**config.mk**
```make
export PLATFORM = sky130hd
export DESIGN_NAME = div_sequencer
export DESIGN_NICKNAME = d
export VERILOG_FILES = /design/src/rtl/div_pkg.sv /design/src/rtl/div_step.sv /design/src/rtl/div_sequencer.sv
export SDC_FILE = /design/constraint.sdc
export NUM_CORES = 1
export LEC_CHECK = 0
export ABC_CLOCK_PERIOD_IN_PS = 5650
export CAP_MARGIN = 5
export CORE_MARGIN = 8
export CORE_UTILIZATION = 60
export DETAILED_ROUTE_END_ITERATION = 16
export PLACE_DENSITY = 0.92
export SETUP_SLACK_MARGIN = 0.3
export SLEW_MARGIN = 20
export SYNTH_ARGS = -nofsm -noshare
export SYNTH_HDL_FRONTEND = slang
export SYNTH_SLANG_ARGS = --single-unit
```
**constraint.sdc**
```tcl
create_clock -name clk -period 5.65 [get_ports clk]
set_input_delay 1.4125 -clock clk [delete_from_list [all_inputs] [get_ports clk]]
set_output_delay 1.4125 -clock clk [all_outputs]
set_load 0.1 [all_outputs]
```
**src/rtl/div_pkg.sv**
```systemverilog
// Shared definitions for the iterative divider: op encodings, sequencer states
// and a helper that tells signed ops apart from unsigned ones.
package div_pkg;

    localparam logic [1:0] DIV  = 2'b00;
    localparam logic [1:0] DIVU = 2'b01;
    localparam logic [1:0] REM  = 2'b10;
    localparam logic [1:0] REMU = 2'b11;

    typedef enum logic [1:0] {
        IDLE = 2'b00,
        RUN  = 2'b01,
        FIX  = 2'b10,
        DONE = 2'b11
    } state_t;

    function automatic logic isSignedOp(input logic [1:0] opCode);
        return (opCode == DIV) || (opCode == REM);
    endfunction

endpackage

```
**src/rtl/div_step.sv**
```systemverilog
// One restoring shift-subtract iteration, purely combinational.
module div_step #(
    parameter int XLEN = 32
) (
    input  logic [XLEN:0]   partRem_i,
    input  logic [XLEN-1:0] quot_i,
    input  logic [XLEN-1:0] divisorMag_i,
    output logic [XLEN:0]   partRem_o,
    output logic [XLEN-1:0] quot_o
);

    logic [XLEN+1:0] shifted;
    logic [XLEN+1:0] diff;
    logic            fits;

    // The sign bit of the trial subtraction decides whether to restore.
    always_comb begin
        shifted   = {partRem_i, quot_i[XLEN-1]};
        diff      = shifted - {2'b00, divisorMag_i};
        fits      = ~diff[XLEN+1];
        partRem_o = fits ? diff[XLEN:0] : shifted[XLEN:0];
        quot_o    = {quot_i[XLEN-2:0], fits};
    end

endmodule

```
**src/rtl/div_sequencer.sv**
```systemverilog
// Multi-cycle signed/unsigned divider sequencer: magnitudes in, XLEN restoring
// steps, sign fix-up, one-cycle done pulse. Divide-by-zero and overflow bypass the loop.
module div_sequencer
    import div_pkg::*;
#(
    parameter int XLEN = 32
) (
    input  logic            clk,
    input  logic            reset,
    input  logic            start,
    input  logic            kill,
    input  logic [1:0]      op,
    input  logic [XLEN-1:0] dividend,
    input  logic [XLEN-1:0] divisor,
    output logic            ready,
    output logic            busy,
    output logic            stall,
    output logic            done,
    output logic [XLEN-1:0] quotient,
    output logic [XLEN-1:0] remainder,
    output logic [XLEN-1:0] result
);

    localparam int CNT_W = (XLEN > 1) ? $clog2(XLEN) : 1;
    localparam logic [XLEN-1:0] MOST_NEG = {1'b1, {(XLEN-1){1'b0}}};

    state_t            state_q, state_d;
    logic [CNT_W-1:0]  cnt_q, cnt_d;
    logic [1:0]        op_q, op_d;
    logic              negDividend_q, negDividend_d;
    logic              negDivisor_q, negDivisor_d;
    logic              holdDone_q, holdDone_d;
    logic [XLEN:0]     rem_q, rem_d;
    logic [XLEN-1:0]   quot_q, quot_d;
    logic [XLEN-1:0]   dvsr_q, dvsr_d;
    logic [XLEN-1:0]   quotient_q, quotient_d;
    logic [XLEN-1:0]   remainder_q, remainder_d;
    logic [XLEN-1:0]   result_q, result_d;

    logic [XLEN:0]     stepRem;
    logic [XLEN-1:0]   stepQuot;
    logic              signedIn;
    logic              signedLatched;
    logic [XLEN-1:0]   quotFix;
    logic [XLEN-1:0]   remFix;

    div_step #(.XLEN(XLEN)) u_step (
        .partRem_i   (rem_q),
        .quot_i      (quot_q),
        .divisorMag_i(dvsr_q),
        .partRem_o   (stepRem),
        .quot_o      (stepQuot)
    );

    // Special cases park their raw results in quot_q/rem_q and spend one
    // DONE cycle with holdDone set before the done pulse.
    always_comb begin
        state_d       = state_q;
        cnt_d         = cnt_q;
        op_d          = op_q;
        negDividend_d = negDividend_q;
        negDivisor_d  = negDivisor_q;
        holdDone_d    = holdDone_q;
        rem_d         = rem_q;
        quot_d        = quot_q;
        dvsr_d        = dvsr_q;
        quotient_d    = quotient_q;
        remainder_d   = remainder_q;
        result_d      = result_q;
        signedIn      = isSignedOp(op);
        signedLatched = isSignedOp(op_q);
        quotFix       = (signedLatched && (negDividend_q ^ negDivisor_q)) ? ('0 - quot_q) : quot_q;
        remFix        = (signedLatched && negDividend_q) ? ('0 - rem_q[XLEN-1:0]) : rem_q[XLEN-1:0];

        case (state_q)
            IDLE: begin
                if (start && !kill) begin
                    op_d          = op;
                    negDividend_d = dividend[XLEN-1];
                    negDivisor_d  = divisor[XLEN-1];
                    if (divisor == '0) begin
                        quot_d     = '1;
                        rem_d      = {1'b0, dividend};
                        holdDone_d = 1'b1;
                        state_d    = DONE;
                    end else if (signedIn && (dividend == MOST_NEG) && (divisor == '1)) begin
                        quot_d     = dividend;
                        rem_d      = '0;
                        holdDone_d = 1'b1;
                        state_d    = DONE;
                    end else begin
                        quot_d  = (signedIn && dividend[XLEN-1]) ? ('0 - dividend) : dividend;
                        dvsr_d  = (signedIn && divisor[XLEN-1]) ? ('0 - divisor) : divisor;
                        rem_d   = '0;
                        cnt_d   = CNT_W'(XLEN - 1);
                        state_d = RUN;
                    end
                end
            end
            RUN: begin
                quot_d = stepQuot;
                rem_d  = stepRem;
                if (cnt_q == '0) begin
                    state_d = FIX;
                end else begin
                    cnt_d = cnt_q - 1'b1;
                end
            end
            FIX: begin
                quotient_d  = quotFix;
                remainder_d = remFix;
                result_d    = op_q[1] ? remFix : quotFix;
                state_d     = DONE;
            end
            DONE: begin
                if (holdDone_q) begin
                    quotient_d  = quot_q;
                    remainder_d = rem_q[XLEN-1:0];
                    result_d    = op_q[1] ? rem_q[XLEN-1:0] : quot_q;
                    holdDone_d  = 1'b0;
                end else begin
                    state_d = IDLE;
                end
            end
            default: state_d = IDLE;
        endcase

        if (kill) begin
            state_d     = IDLE;
            holdDone_d  = 1'b0;
            quotient_d  = quotient_q;
            remainder_d = remainder_q;
            result_d    = result_q;
        end
    end

    always_ff @(posedge clk) begin
        if (reset) begin
            state_q       <= IDLE;
            cnt_q         <= '0;
            op_q          <= '0;
            negDividend_q <= 1'b0;
            negDivisor_q  <= 1'b0;
            holdDone_q    <= 1'b0;
            rem_q         <= '0;
            quot_q        <= '0;
            dvsr_q        <= '0;
            quotient_q    <= '0;
            remainder_q   <= '0;
            result_q      <= '0;
        end else begin
            state_q       <= state_d;
            cnt_q         <= cnt_d;
            op_q          <= op_d;
            negDividend_q <= negDividend_d;
            negDivisor_q  <= negDivisor_d;
            holdDone_q    <= holdDone_d;
            rem_q         <= rem_d;
            quot_q        <= quot_d;
            dvsr_q        <= dvsr_d;
            quotient_q    <= quotient_d;
            remainder_q   <= remainder_d;
            result_q      <= result_d;
        end
    end

    // Handshake outputs are forced low while reset is held.
    always_comb begin
        ready = (state_q == IDLE) && !reset;
        busy  = ((state_q == RUN) || (state_q == FIX) || ((state_q == DONE) && holdDone_q)) && !reset;
        done  = (state_q == DONE) && !holdDone_q && !kill && !reset;
        stall = busy || (start && ready && !kill);
    end

    assign quotient  = quotient_q;
    assign remainder = remainder_q;
    assign result    = result_q;

endmodule

```
==> results of run 1 <==
-- power by group --
| part | switching (W) | internal (W) | leakage (nW) |
|---|---|---|---|
| Sequential | 0.0000893 | 0.00150 | 1.67 |
| Combinational | 0.000738 | 0.000441 | 3.54 |
| Clock | 0.000603 | 0.000949 | 0.375 |
| Total | 0.00143 | 0.00289 | 5.58 |
-- path summary, 6_finish.rpt --
kind         startpoint         end  slack [ns]  cells after the start
min reg2reg  result[16]  result[16]        0.45                      2
max                kill       stall        1.12                      4
min          result[16]  result[16]        0.45                      2
max reg2reg    rem_q[2]   rem_q[31]        1.65                     10
-- worst max-delay path: cells and delay by family --
kind            cells  cell delay, ns
buf+inv             2            0.89
compound gates      1            0.26
simple gates        1            0.54
-- cell usage in the layout, fill, tap and decap left out, types with 11 or more instances in the layout --
cell	synthesis	final
a31oi_1	11	11
xor2_1	82	82
nand3_1	36	36
a221oi_1	13	13
o211ai_1	12	12
nor3_1	52	51
a21o_1	18	18
inv_1	73	73
or4_1	13	13
mux2i_1	19	19
o221ai_2	20	20
xnor2_1	60	60
clkdlybuf4s50_1	0	164
ha_1	44	44
nand2b_1	21	21
dfxtp_1	205	204
o31ai_1	18	18
or3_1	13	13
nor2_1	201	200
a21oi_1	184	183
nand4_1	16	16
nand2_1	150	150
a211oi_1	98	98
nor4_1	20	20
clkbuf_16	0	23
o21ai_0	81	80
buf_4	1	18
-- layer usage --
layer / vias up / share of wire, % / GRT usage (%) / wire length [um]
met5: - / 0 / 0 / 0
met4: 0 / 4.9 / 15.67 / 2108
met3: 153 / 10 / 5.181 / 4408
met2: 836 / 46 / 50.18 / 19770
met1: 6320 / 39 / 37.21 / 16640
li1: 6429 / - / - / -
-- cells by family after synthesis --
kind of cell | after synthesis | share of synthesized area (%)
XOR/XNOR | 142 | 9.271
multiplexers | 24 | 1.837
adder cells (fa/ha/maj) | 45 | 4.253
AND/OR/NAND/NOR | 578 | 20.69
AO/OA/AOI/OAI | 547 | 27.48
flip-flops | 205 | 30.59
buffers and inverters | 190 | 5.885
-- state kept, by name (all words and copies together), names as in the netlist, 2 cells and up --
register	flops
op_q	2
quot_q	32
remainder	32
rem_q	33
quotient	32
result	32
cnt_q	5
state_q	2
dvsr_q	32
-- layout make-up --
class | instances | area [sq um] | area share (%)
tap | 280 | 350.3 | 2.207
sequential | 205 | 4105 | 25.86
clock buffer | 29 | 618.1 | 3.894
timing repair buffer | 184 | 1808 | 11.39
clock inverter | 8 | 147.6 | 0.9302
inverter | 73 | 274.0 | 1.726
multi-input combinational | 1336 | 8569 | 53.99
-- metrics by stage --
stage / area (sq um) / utilization [%] / total power (W) / setup WS [ns] / std cells
2_1_floorplan: 13420 / - / 0.002430 / 0.7323 / 1731
3_3_place_gp: 15110 / 69.01 / 0.002727 / 0.8184 / 2078
3_5_place_dp: 15110 / 69.01 / 0.002757 / 0.6969 / 2078
4_1_cts: 15870 / 72.51 / 0.004281 / 1.129 / 2115
5_1_grt: 15870 / 72.51 / 0.004483 / 1.030 / 2115
6_report: 15870 / 72.51 / 0.004321 / 1.120 / 2115
==> impl_metrics.csv, run 1 <==
group,metric,value,unit
synthesis,synth_top_area_cell,"dfxtp_1",
power_and_ir_drop,cellPowerDensity,272.2,mW/mm^2
routing,vias_per_cell,6.496,
routing,drtIter0Drc,1370,
synthesis,ys.warnings.count,0,
synthesis,synth-edff-count,0,
floorplanning,start_util,61.28,%
worst_setup_path,crit_fanout,10,
global_routing,grt_pass1_wl,67980,um
routing,vias,13738,
power_and_ir_drop,p_leak,5.584,nW
routing,ant_nets,0,
clock_network,clk_latency,0.52,ns
worst_setup_path,worstPathCellList,"clkdlybuf4s50_1, nand3b_1, a21oi_1, buf_4",
sta,finalHoldViolCount,0,
clock_network,clock_sinks,205,
synthesis,synth_most_common_cell,"dfxtp_1",
synthesis,yosysUniqueCellTypes,79,
clock_network,htree_levels,1,
worst_setup_path,arrival,3.12,ns
routing,routed_wl,42930,um
synthesis,synth_fp_nets,1846,
global_routing,grt_pass1_vias,13124,
floorplanning,dieWidth,165.5,um
power_and_ir_drop,ir_worst_vdd,0.1555,mV
synthesis,synth_area_leaders,"dfxtp_1 (31%), a21oi_1 (6.9%), nor2_1 (5.6%)",
sta,relSlewSlack,28.09,%
global_routing,grt_max_degree,102,
finish,antenna_cells,0,
clock_network,hold_buffers,0,
worst_setup_path,cp_slowest_cell,"clkdlybuf4s50_1",
worst_setup_path,cp.required,4.24,ns
synthesis,syn-cell-area,0.01342,sq mm
clock_network,root_buffer,"clkbuf_16",
sta,slew_viol_final,0,
synthesis,yosysSeqAreaShare,30.59,%
finish,nFillCells,1646,
sta,setup_viol,0,
clock_network,cts_resized,0,
run_status,status,"complete, no violations",
worst_setup_path,cp-end-kind,"output port",
worst_setup_path,cp-start-kind,"primary input",
clock_network,cts.path.max_buffers,3,
synthesis,synthFlopType,"dfxtp_1",
sta,finalSetupTns,0,ns
synthesis,synth_top_cell_area_share,30.59,%
synthesis,synth_common_cells,"dfxtp_1 (205), nor2_1 (201), a21oi_1 (184), nand2_1 (150), a211oi_1 (98)",
floorplanning,dieArea,0.02740,sq mm
floorplanning,rows,54,
synthesis,synth_area_per_cell,7.750,sq um
sta,hold_ws,0.4546,ns
finish,final_layout_size_suffix_gt1_share,6.540,%
place,dpl.hpwl,31920,um
run,maxCapViolCount,0,
synthesis,synth-seq-cells,205,
sta,worstMarginPinSlew,1.079,ns
sta,max_freq,0.2208,GHz
floorplanning,io_pins,170,
routing,wl_per_cell,20.30,um
floorplanning,dieHeight,165.5,um
floorplanning,coreArea,0.02189,sq mm
synthesis,synth_cells,1731,
sta,clock_skew,0.01341,ns
finish,fin_nets,1937,
place,finalWeightedCongestion,0.9681,
clock_network,cts_tree,"done",
global_routing,antenna_found_initial,0,
sta,finalCriticalPeriod,4.530,ns
clock_network,postCtsSetupBuffers,0,
worst_setup_path,critical_path_class,"primary input to output port",
place,port_buffers,169,
worst_setup_path,max_stage_delay,0.58,ns
global_routing,grt_use_total,30.31,%
routing,drt_first_pass_iters,6,
routing,route.detailed.drc,0,
finish,area_delta_synth_final,18.32,%
global_routing,grt_overflow,0,
sta,rsz0062_at_grt,"false",
sta,fin_crit_sh,80.18,%
clock_network,clk_pin_slew,0.06,ns
synthesis,async_flop_share,0,%
worst_hold_path,hold_class,"flip-flop to flip-flop",
clock_network,cts_made_buffers,22,
Note: power is estimated with default switching activity, not from simulation.
==> run 2: changes to the inputs <==
ABC_CLOCK_PERIOD_IN_PS = 3800   (was 5650)
CORE_UTILIZATION = 51   (was 60)
PLACE_DENSITY = 0.84   (was 0.92)
clock period = 3.8 ns   (was 5.65 ns; I/O delays follow)
==> impl_metrics.csv, run 2 (synthesized netlist as in run 1, its figures left out) <==
group,metric,value,unit
clock_network,clk_latency,0.51,ns
sta,hold_ws,0.4544,ns
power_and_ir_drop,ir_worst_vdd,0.3410,mV
floorplanning,rows,59,
routing,route.detailed.drc,0,
place,post-place-ws,-0.01199,ns
finish,fin_nets,2011,
clock_network,htree_levels,1,
worst_setup_path,arrival,3.88,ns
floorplanning,coreArea,0.02591,sq mm
sta,finalCriticalPeriod,3.512,ns
clock_network,hold_buffers,0,
worst_hold_path,worst_hold_path.endpoint,"result[7]",
place,finalWeightedCongestion,0.9659,
floorplanning,dieWidth,178.2,um
routing,drtIter0Drc,1222,
worst_setup_path,r2r-end,"rem_q[26]",
floorplanning,dieArea,0.03175,sq mm
place,placed_area,0.01585,sq mm
sta,timing.final.ws_setup,0.2884,ns
clock_network,clock_sinks,205,
global_routing,antenna_found_initial,1,
worst_setup_path,regToRegSetupSlack,0.29,ns
worst_setup_path,reg2reg_from,"rem_q[0]",
routing,ant_nets,0,
floorplanning,start_util,51.77,%
power_and_ir_drop,p_leak,5.936,nW
routing,vias,13643,
power_and_ir_drop,total_power,0.006221,W
sta,finalHoldViolCount,0,
power_and_ir_drop,switching_share,34.15,%
global_routing,grt_max_degree,136,
finish,mostFrequentLayoutCells,"dfxtp_1 (204), nor2_1 (199), a21oi_1 (181)",
sta,fin_crit_sh,92.41,%
worst_setup_path,critPathLaunch,"rem_q[0]",
power_and_ir_drop,combinationalPowerShare,29.0,%
worst_setup_path,rr_worst_depth,11,
place,dpl.hpwl,33010,um
power_and_ir_drop,pwr-share-seq,38.0,%
finish,mostFrequentLayoutCell,"dfxtp_1",
clock_network,clk_pin_slew,0.07,ns
finish,fin_area,0.01655,sq mm
global_routing,grt_use_total,25.65,%
finish,largest_register_ff_count,33,
clock_network,cts.path.max_buffers,3,
finish,top_register,"rem_q",
worst_setup_path,cp.required,4.17,ns
sta,slew_viol_final,0,
routing,wl_per_cell,18.89,um
sta,rsz0062_at_grt,"false",
run_status,status,"complete, no violations",
floorplanning,io_pins,170,
power_and_ir_drop,cellPowerDensity,376.0,mW/mm^2
finish,area_delta_synth_final,23.34,%
finish,final_layout_size_suffix_gt1_share,10.46,%
power_and_ir_drop,power.switching,0.002124,W
worst_setup_path,cp-start-kind,"flip-flop",
finish,antenna_cells,0,
run,maxCapViolCount,0,
global_routing,grt_overflow,0,
global_routing,grt_pass1_vias,12958,
routing,routed_wl,42450,um
global_routing,grt_pass1_wl,67260,um
clock_network,cts_made_buffers,22,
sta,worstMarginPinSlew,1.040,ns
sta,setup_viol,0,
worst_hold_path,holdPathStages,2,
worst_hold_path,hold_class,"flip-flop to flip-flop",
worst_setup_path,cp-end-kind,"flip-flop",
power_and_ir_drop,p_int,0.004097,W
finish,nFillCells,2200,
power_and_ir_drop,pwr-share-clk,33.0,%
worst_hold_path,min_from,"result[7]",
sta,max_freq,0.2848,GHz
routing,drt_first_pass_iters,5,
floorplanning,dieHeight,178.2,um
worst_setup_path,crit_fanout,7,
clock_network,postCtsSetupBuffers,0,
sta,relSlewSlack,30.65,%
sta,clock_skew,0.01336,ns
clock_network,root_buffer,"clkbuf_16",
routing,vias_per_cell,6.072,
worst_setup_path,critical_path_class,"flip-flop to flip-flop",
clock_network,cts_tree,"done",
place,port_buffers,169,
[run 2: cell types whose count changed in the layout (fill, tap and decap cells not counted), sizes merged]
cell,previous run,this run
clkinvlp,0,3
bufinv,4,0
buf,20,94
clkinv,4,6
clkbuf,29,31
[run 2: area by class of cell]
type                       count  area, sq um  area share (%)
clock inverter                 9        63.81          0.3857
inverter                      73        274.0           1.656
tap                          335        419.2           2.533
timing repair buffer         258         2464           14.89
multi-input combinational   1336         8594           51.94
sequential                   205         4105           24.81
clock buffer                  31        625.6           3.781
[run 2: worst max path at each step]
stage                end  slack, ns  cells past startpoint
2_1_floorplan       done       0.44                      3
3_3_place_gp   rem_q[30]       0.02                      9
3_5_place_dp    cnt_q[0]      -0.01                     12
4_1_cts        rem_q[26]       0.37                     11
5_1_grt        rem_q[26]       0.34                     11
6_report       rem_q[26]       0.29                     11
[run 2: per-layer routing]
metal	wire length [um]	track usage (%)	vias to the layer above
met5	13	0	-
met1	17910	32.71	6349
met3	3589	4.361	100
li1	-	-	6613
met2	19340	42.65	579
met4	1599	9.921	2
[run 2: per-stage QoR]
step | util [%] | instances | TNS (ns)
2_1_floorplan | - | 1731 | 0
3_3_place_gp | 61.17 | 2207 | 0
3_5_place_dp | 61.17 | 2207 | -0.01310
4_1_cts | 63.83 | 2247 | 0
5_1_grt | 63.86 | 2247 | 0
6_report | 63.86 | 2247 | 0
[run 2: critical path, cell delays in order (launching register included)]
cell	delay (ns)
dfxtp_1	0.56
inv_1	0.19
fa_1	0.46
nand2b_1	0.19
a21oi_1	0.25
o211ai_1	0.24
a21oi_2	0.31
nor2_1	0.16
o21bai_1	0.20
xor2_1	0.21
mux2i_1	0.11
a2111oi_0	0.48
[run 2: power groups by stage]
stage               registers, W  clock network (W)  logic, W
floorplan                0.00235                  0   0.00126
global placement         0.00240                  0   0.00173
detailed placement       0.00240                  0   0.00177
CTS                      0.00236            0.00208   0.00178
global route             0.00237            0.00217   0.00197
finish                   0.00236            0.00206   0.00180
[run 2: repair_timing]
item / in CTS / in global routing
endpoints found under the setup margin: 0 / 2
endpoints found under the hold margin: 0 / 0
resized for setup: 0 / 2
